[src/rtl/matmul_seq.sv]
// Loop sequencer for one D = A*B + C job: walks i/j/k and drives the four-channel
// address generator's load/increment controls plus cycle-aligned datapath qualifiers.
module matmul_seq #(
    parameter int unsigned ADDR_WIDTH = 12,
    parameter int unsigned DIM_W      = 11
) (
    input  logic                    clk,
    input  logic                    rstn,
    input  logic                    start,
    input  logic                    stall,
    input  logic [DIM_W-1:0]        rows,
    input  logic [DIM_W-1:0]        cols,
    input  logic [DIM_W-1:0]        inner,
    input  logic [3:0]              stride_cfg,
    input  logic [ADDR_WIDTH+1:0]   a_base,
    input  logic [ADDR_WIDTH+1:0]   b_base,
    input  logic [ADDR_WIDTH+1:0]   c_base,
    input  logic [ADDR_WIDTH+1:0]   d_base,
    output logic [3:0]              add_en,
    output logic [3:0]              clr_en,
    output logic [3:0]              stride,
    output logic [ADDR_WIDTH+1:0]   A_addr_start,
    output logic [ADDR_WIDTH+1:0]   B_addr_start,
    output logic [ADDR_WIDTH+1:0]   C_addr_start,
    output logic [ADDR_WIDTH+1:0]   D_addr_start,
    output logic                    mac_valid,
    output logic                    mac_first,
    output logic                    mac_last,
    output logic                    wb_valid,
    output logic                    busy,
    output logic                    done
);
    localparam int unsigned AW = ADDR_WIDTH + 2;

    typedef enum logic [2:0] {S_IDLE, S_LOAD, S_MAC, S_WB, S_DONE} state_t;

    state_t            state_q, state_d;
    logic [DIM_W-1:0]  i_q, i_d, j_q, j_d, k_q, k_d;
    logic [DIM_W-1:0]  rows_q, rows_d, cols_q, cols_d, inner_q, inner_d;
    logic [3:0]        stride_q, stride_d;
    logic [AW-1:0]     a_base_q, a_base_d, b_base_q, b_base_d;
    logic [AW-1:0]     a_off_q, a_off_d, b_off_q, b_off_d;
    logic [AW-1:0]     a_st_q, a_st_d, b_st_q, b_st_d, c_st_q, c_st_d, d_st_q, d_st_d;
    logic              first_q, first_d;

    // State and datapath registers
    always_ff @(posedge clk or negedge rstn) begin
        if (!rstn) begin
            state_q  <= S_IDLE;
            i_q      <= '0;
            j_q      <= '0;
            k_q      <= '0;
            rows_q   <= '0;
            cols_q   <= '0;
            inner_q  <= '0;
            stride_q <= '0;
            a_base_q <= '0;
            b_base_q <= '0;
            a_off_q  <= '0;
            b_off_q  <= '0;
            a_st_q   <= '0;
            b_st_q   <= '0;
            c_st_q   <= '0;
            d_st_q   <= '0;
            first_q  <= 1'b0;
        end else begin
            state_q  <= state_d;
            i_q      <= i_d;
            j_q      <= j_d;
            k_q      <= k_d;
            rows_q   <= rows_d;
            cols_q   <= cols_d;
            inner_q  <= inner_d;
            stride_q <= stride_d;
            a_base_q <= a_base_d;
            b_base_q <= b_base_d;
            a_off_q  <= a_off_d;
            b_off_q  <= b_off_d;
            a_st_q   <= a_st_d;
            b_st_q   <= b_st_d;
            c_st_q   <= c_st_d;
            d_st_q   <= d_st_d;
            first_q  <= first_d;
        end
    end

    // Next-state and output decode; stall freezes everything and masks the enables
    always_comb begin
        state_d   = state_q;
        i_d       = i_q;
        j_d       = j_q;
        k_d       = k_q;
        rows_d    = rows_q;
        cols_d    = cols_q;
        inner_d   = inner_q;
        stride_d  = stride_q;
        a_base_d  = a_base_q;
        b_base_d  = b_base_q;
        a_off_d   = a_off_q;
        b_off_d   = b_off_q;
        a_st_d    = a_st_q;
        b_st_d    = b_st_q;
        c_st_d    = c_st_q;
        d_st_d    = d_st_q;
        first_d   = first_q;
        add_en    = 4'b0000;
        clr_en    = 4'b0000;
        mac_valid = 1'b0;
        mac_first = 1'b0;
        mac_last  = 1'b0;
        wb_valid  = 1'b0;
        busy      = (state_q == S_LOAD) || (state_q == S_MAC) || (state_q == S_WB);
        done      = (state_q == S_DONE);

        if (!stall) begin
            unique case (state_q)
                S_IDLE: begin
                    if (start) begin
                        rows_d   = rows;
                        cols_d   = cols;
                        inner_d  = inner;
                        stride_d = stride_cfg;
                        a_base_d = a_base;
                        b_base_d = b_base;
                        a_off_d  = '0;
                        b_off_d  = '0;
                        i_d      = '0;
                        j_d      = '0;
                        k_d      = '0;
                        if ((rows == '0) || (cols == '0) || (inner == '0)) begin
                            state_d = S_DONE;
                        end else begin
                            state_d = S_LOAD;
                            first_d = 1'b1;
                            a_st_d  = a_base;
                            b_st_d  = b_base;
                            c_st_d  = c_base;
                            d_st_d  = d_base;
                        end
                    end
                end
                S_LOAD: begin
                    clr_en  = first_q ? 4'b1111 : 4'b0011;
                    k_d     = '0;
                    state_d = S_MAC;
                end
                S_MAC: begin
                    add_en    = 4'b0011;
                    mac_valid = 1'b1;
                    mac_first = (k_q == '0);
                    mac_last  = (k_q == inner_q - DIM_W'(1));
                    if (k_q == inner_q - DIM_W'(1)) begin
                        state_d = S_WB;
                    end else begin
                        k_d = k_q + DIM_W'(1);
                    end
                end
                S_WB: begin
                    add_en   = 4'b1100;
                    wb_valid = 1'b1;
                    first_d  = 1'b0;
                    state_d  = S_LOAD;
                    if (j_q == cols_q - DIM_W'(1)) begin
                        j_d     = '0;
                        b_off_d = '0;
                        a_off_d = a_off_q + (AW'(inner_q) << stride_q[0]);
                        if (i_q == rows_q - DIM_W'(1)) begin
                            state_d = S_DONE;
                        end else begin
                            i_d = i_q + DIM_W'(1);
                        end
                    end else begin
                        j_d     = j_q + DIM_W'(1);
                        b_off_d = b_off_q + (AW'(inner_q) << stride_q[1]);
                    end
                    if (state_d == S_LOAD) begin
                        a_st_d = a_base_q + a_off_d;
                        b_st_d = b_base_q + b_off_d;
                    end
                end
                S_DONE: begin
                    state_d = S_IDLE;
                end
                default: begin
                    state_d = S_IDLE;
                end
            endcase
        end
    end

    assign stride       = stride_q;
    assign A_addr_start = a_st_q;
    assign B_addr_start = b_st_q;
    assign C_addr_start = c_st_q;
    assign D_addr_start = d_st_q;

endmodule

[config.mk]
export PLATFORM = sky130hd
export DESIGN_NAME = matmul_seq
export DESIGN_NICKNAME = d
export VERILOG_FILES = /design/src/rtl/matmul_seq.sv
export SDC_FILE = /design/constraint.sdc
export NUM_CORES = 1
export LEC_CHECK = 0
export ABC_AREA = 1
export ABC_CLOCK_PERIOD_IN_PS = 11000
export BUFFER_PORTS_ARGS = -buffer_cell sky130_fd_sc_hd__buf_4
export CAP_MARGIN = 30
export CORE_UTILIZATION = 55
export DETAILED_ROUTE_END_ITERATION = 8
export PLACE_DENSITY = 0.77
export SLEW_MARGIN = 5
export SYNTH_ARGS = -nofsm -noshare
export SYNTH_HDL_FRONTEND = slang
export SYNTH_SLANG_ARGS = --single-unit
[constraint.sdc]
create_clock -name clk -period 11 [get_ports clk]
set_input_delay 2.2 -clock clk [delete_from_list [all_inputs] [get_ports clk]]
set_output_delay 2.2 -clock clk [all_outputs]
set_load 0.005 [all_outputs]
Yosys cells after proc, flatten, opt, wreduce, memory -nomap -nowiden
Index checks and enable logic that the tools add are counted.
{ "classes": {"add_sub_neg": 10, "eq_ne": 15, "shift": 2, "n_mux": 49, "bitwise": 2, "reduce_logical": 19} }
{ "op_table": {"columns": ["operator", "n"], "rows": [
  ["2-to-1 mux 14 bit", 13],
  ["case mux 14 bit (2 select lines)", 4],
  ["adder 14 bit", 4],
  ["2-to-1 mux 11 bit", 5],
  ["zero test 11 bit", 4],
  ["case mux 11 bit (2 select lines)", 2],
  ["adder 11 x 1 -> 11 bit, second input constant", 3],
  ["equality test 11 bit", 3],
  ["case mux 11 bit (3 select lines)", 1],
  ["subtractor 11 x 1 -> 11 bit, second input constant", 3],
  ["left shift 11 x 1 -> 14 bit", 2],
  ["2-to-1 mux 3 bit", 7],
  ["2-to-1 mux 4 bit", 4],
  ["case mux 3 bit (4 select lines)", 1],
  ["AND reduction 4 bit", 3],
  ["2-to-1 mux 1 bit", 10],
  ["AND reduction 5 bit", 2],
  ["AND reduction 3 bit", 3],
  ["inequality test 2 bit, second input constant", 4],
  ["case mux 4 bit (2 select lines)", 1],
  ["equality test 3 x 1 -> 1 bit, second input constant", 2],
  ["equality test 3 x 2 -> 1 bit, second input constant", 2],
  ["inequality test 2 x 1 -> 1 bit, second input constant", 3],
  ["logical OR 1 bit", 4],
  ["6 further kinds", 7]
]} }
{ "totals": {"register_bits": 186, "inputBits": 97} }

Depth between registers and ports, before layout
{ "logic_depth": {"word_depth": 9, "depth_mapped": 32, "mapped_depth_nobuf": 31} }

Worst setup path after synthesis
Ideal clock, no wire load.
{ "synth_path": {"kind": "input to output", "startpoint": "input stall", "endpoint": "output add_en[2]", "arrival_time_ps": 3174, "slack_ps": 5626, "cell_stages": 4, "cell_sequence": "buf_2 nor2_1 clkbuf_1 buf_4"} }
{ "synth_between": {"elab_chain_cells": 1} }
{ "synth_lines": {"columns": ["item", "line", "text"], "rows": [
  ["start: declaration", "10", "input logic stall,"],
  ["2-to-1 mux 4 bit", "115", "if (!stall) begin"],
  ["end: declaration", "19", "output logic [3:0] add_en,"]
]} }
Every way passes these cells.

Worst setup path after layout
{ "layout_path": {"startpoint": "input stall", "endpoint": "output wb_valid"} }
{ "layout_between": {"elab_chain_cells": 1} }
{ "layout_lines": {"columns": ["item", "line", "text"], "rows": [
  ["2-to-1 mux 1 bit", "115", null],
  ["end: declaration", "29", "output logic wb_valid,"]
]} }
Every way passes these cells.

==> impl_metrics.tcl <==
set metrics [dict create \
    ys_warn_count 0 \
    synth_area_leaders "dfrtp_1, nand2_1, o21ai_0" \
    first_iter_violations 617 \
    tightest_slew_ns 0.935 \
    p_sw_mw 1.74 \
    cp-start-kind "input port" \
    ir_worst_vdd_mv 0.141 \
    max_slew_margin_pct 37.5 \
    ant_nets 0 \
    synthDistinctLibCells 46 \
    htreeDepth 4 \
    rsz0062_at_grt "no" \
    port_buffers 170 \
    synth_edf_count 0 \
    die_w_um 148 \
    cts_sinks 186 \
    grt_max_degree 89 \
    synthArstFlopShare_pct 100 \
    hpwl_mm 21.3 \
    diodes 0 \
    grt_pass1_vias 10145 \
    status "finished clean" \
    ys_seq_area_share_pct 39.5 \
    initial_utilization_pct 56.1 \
    hold_violations 0 \
    worstSetupPathType "input port to output port" \
    fin_crit_sh_pct 46.4 \
    post-cts-setup-buffer-count 0 \
    cts_resized 0 \
    swShare_pct 45.0 \
    power.internal_mw 2.12 \
    drive_gt1_share_pct 16.1 \
    clkPwrFrac_pct 17.2 \
    grt-ovfl-total 0 \
    dr.pass1.iters 5 \
    p_leak_nw 7.05 \
    num_vias 10781 \
    root_buffer "clkbuf_16" \
    synth_largest_area_cell "dfrtp_1" \
    arrival_ns 2.91 \
    period_needed_ns 5.11 \
    clockBufferDepth 2 \
    place_congestion 0.927 \
    p_comb_share_pct 53.4 \
    nNetsFinal 1868 \
    slew_violations 0 \
    skew_ns 0.0109 \
    synthCells 1567 \
    setup_viol 0 \
    final-seq-area_mm2 0.00465 \
    avgSynthCellArea_um2 7.53 \
    cts_made_buffers 17 \
    multiInputGateArea_mm2 0.00631 \
    required_ns 8.80 \
    area_delta_synth_final_pct 17.8 \
    viasPerCell 5.39 \
    seqPwrFrac_pct 29.4 \
    clk_pin_slew_ns 0.07 \
    fin_setup_tns_ns 0 \
    min_path_type "flip-flop to flip-flop" \
    synth-seq-cells 186 \
    die-area_mm2 0.0220 \
    pin_count 171 \
    cp_max_fo 16 \
    rows 53 \
    mostFrequentLayoutCell "nand2_1" \
    fp.dieH_um 148 \
    cts_tree "built" \
    dominantRegCellSynth "dfrtp_1" \
    wl_per_cell_um 14.6 \
    max_freq_mhz 196 \
    track_usage_pct 27.6 \
    routed_wl_mm 29.1 \
    synth_fp_nets 1723 \
    mostFrequentLayoutCells "nand2_1, dfrtp_1, buf_4" \
    drc 0 \
    grt_pass1_wl_mm 48.8 \
    synth_area_mm2 0.0118 \
    holdBufCountCts 0 \
    clk_latency_ns 0.44 \
    p_total_mw 3.86 \
    pwr_density_cell_mw_per_mm2 278 \
    antenna_found_initial 0 \
    synth_top_area_share_pct 39.5 \
    cap_violations 0 \
    fillCellCount 1839 \
    coreArea_mm2 0.0210 \
    critPathCaptureType "output port" \
]
worst max-delay path, stage by stage:
cell and delay, ns:
buf_4 0.14, nor2_1 0.11, buf_4 0.27, buf_4 0.17
synthesized netlist by cell type, types with 2 or more instances:
cell type    n
nand2_1    464
dfrtp_1    186
inv_1      152
o21ai_0    146
nor2_1     116
nand3_1     84
a21oi_1     56
ha_1        55
xor2_1      47
clkbuf_1    29
mux2_2      28
nor3_1      26
nand4_1     23
xnor2_1     23
or2_2       15
nor4_1      14
buf_2       11
a22o_1       9
inv_2        8
o31ai_1      8
buf_1        6
buf_4        5
nand3b_1     5
nor2_2       5
o21bai_1     5
a31oi_1      4
fa_1         4
o21ai_1      4
a21o_1       3
a211oi_1     2
nand2_2      2
nand2_4      2
nor2_4       2
nor3b_1      2
o2111ai_1    2
o211ai_1     2
o21a_1       2
o22ai_1      2
metal layers:
layer,vias up,global-route usage (%),part of all wire [%]
met2,321,44.4,47
met1,5022,39.0,46
met5,-,0,0
met4,0,7.73,1.6
li1,5407,-,-
met3,31,3.56,5.2
final cells by class:
| type | count | area share, % |
|---|---|---|
| tap | 275 | 2.48 |
| sequential | 186 | 33.5 |
| inverter | 161 | 4.39 |
| multi-input combinational | 1169 | 45.5 |
| clock inverter | 15 | 1.50 |
| clock buffer | 17 | 3.06 |
| timing repair buffer | 177 | 9.61 |
flip-flops by register name, summed over array words and instances, names as in the netlist:
| register | cells |
|---|---|
| B_addr_start | 14 |
| first_q | 1 |
| k_q | 11 |
| inner_q | 11 |
| j_q | 11 |
| C_addr_start | 14 |
| A_addr_start | 14 |
| cols_q | 11 |
| a_base_q | 14 |
| a_off_q | 14 |
| state_q | 3 |
| b_off_q | 14 |
| i_q | 11 |
| stride | 4 |
| D_addr_start | 14 |
| b_base_q | 14 |
| rows_q | 11 |
power groups by stage:
stage                     clock, mW  sequential [mW]  combinational, mW
after CTS                     0.676             1.13               2.06
after global routing          0.708             1.17               2.34
after detailed placement          0             1.14               2.05
after global placement            0             1.13               1.99
final                         0.666             1.13               2.06
after floorplan                   0             1.10               1.48
final timing paths:
| path | end | slack (ns) | start | depth (start not counted) |
|---|---|---|---|---|
| max | wb_valid | 5.89 | stall | 4 |
| min | stride[3]$_DFFE_PN0P_ | 0.48 | stride[3]$_DFFE_PN0P_ | 2 |
| max reg2reg | A_addr_start[10]$_DFFE_PN0P_ | 6.43 | cols_q[0]$_DFFE_PN0P_ | 29 |
| min reg2reg | stride[3]$_DFFE_PN0P_ | 0.48 | stride[3]$_DFFE_PN0P_ | 2 |
| max in group asynchronous | a_off_q[7]$_DFFE_PN0P_ | 7.93 | rstn | 2 |
| min in group asynchronous | D_addr_start[10]$_DFFE_PN0P_ | 1.77 | rstn | 1 |
logic make-up after synthesis:
group                      after synthesis  share of synthesized area, %
buffers and inverters                  212                          7.07
muxes                                   28                          2.67
DFF                                    186                          39.5
adders and majority gates               59                          6.51
and+or+nand+nor                        765                          27.7
xor gates and xnor gates                70                          5.20
AOI/OAI and AO/OA                      247                          11.4
metrics by stage:
| step | util [%] | area (µm²) | worst slack [ns] | hold WS, ns | std cells |
|---|---|---|---|---|---|
| detailed placement | 63.1 | 13300 | 5.69 | 0.466 | 1968 |
| global placement | 63.1 | 13300 | 5.80 | 0.466 | 1968 |
| CTS | 66.1 | 13900 | 5.90 | 0.486 | 2000 |
| floorplan | - | 11800 | 5.63 | 0.455 | 1567 |
| finish | 66.1 | 13900 | 5.89 | 0.480 | 2000 |
| global route | 66.1 | 13900 | 5.83 | 0.514 | 2000 |
(Power assumes the default switching activity.)
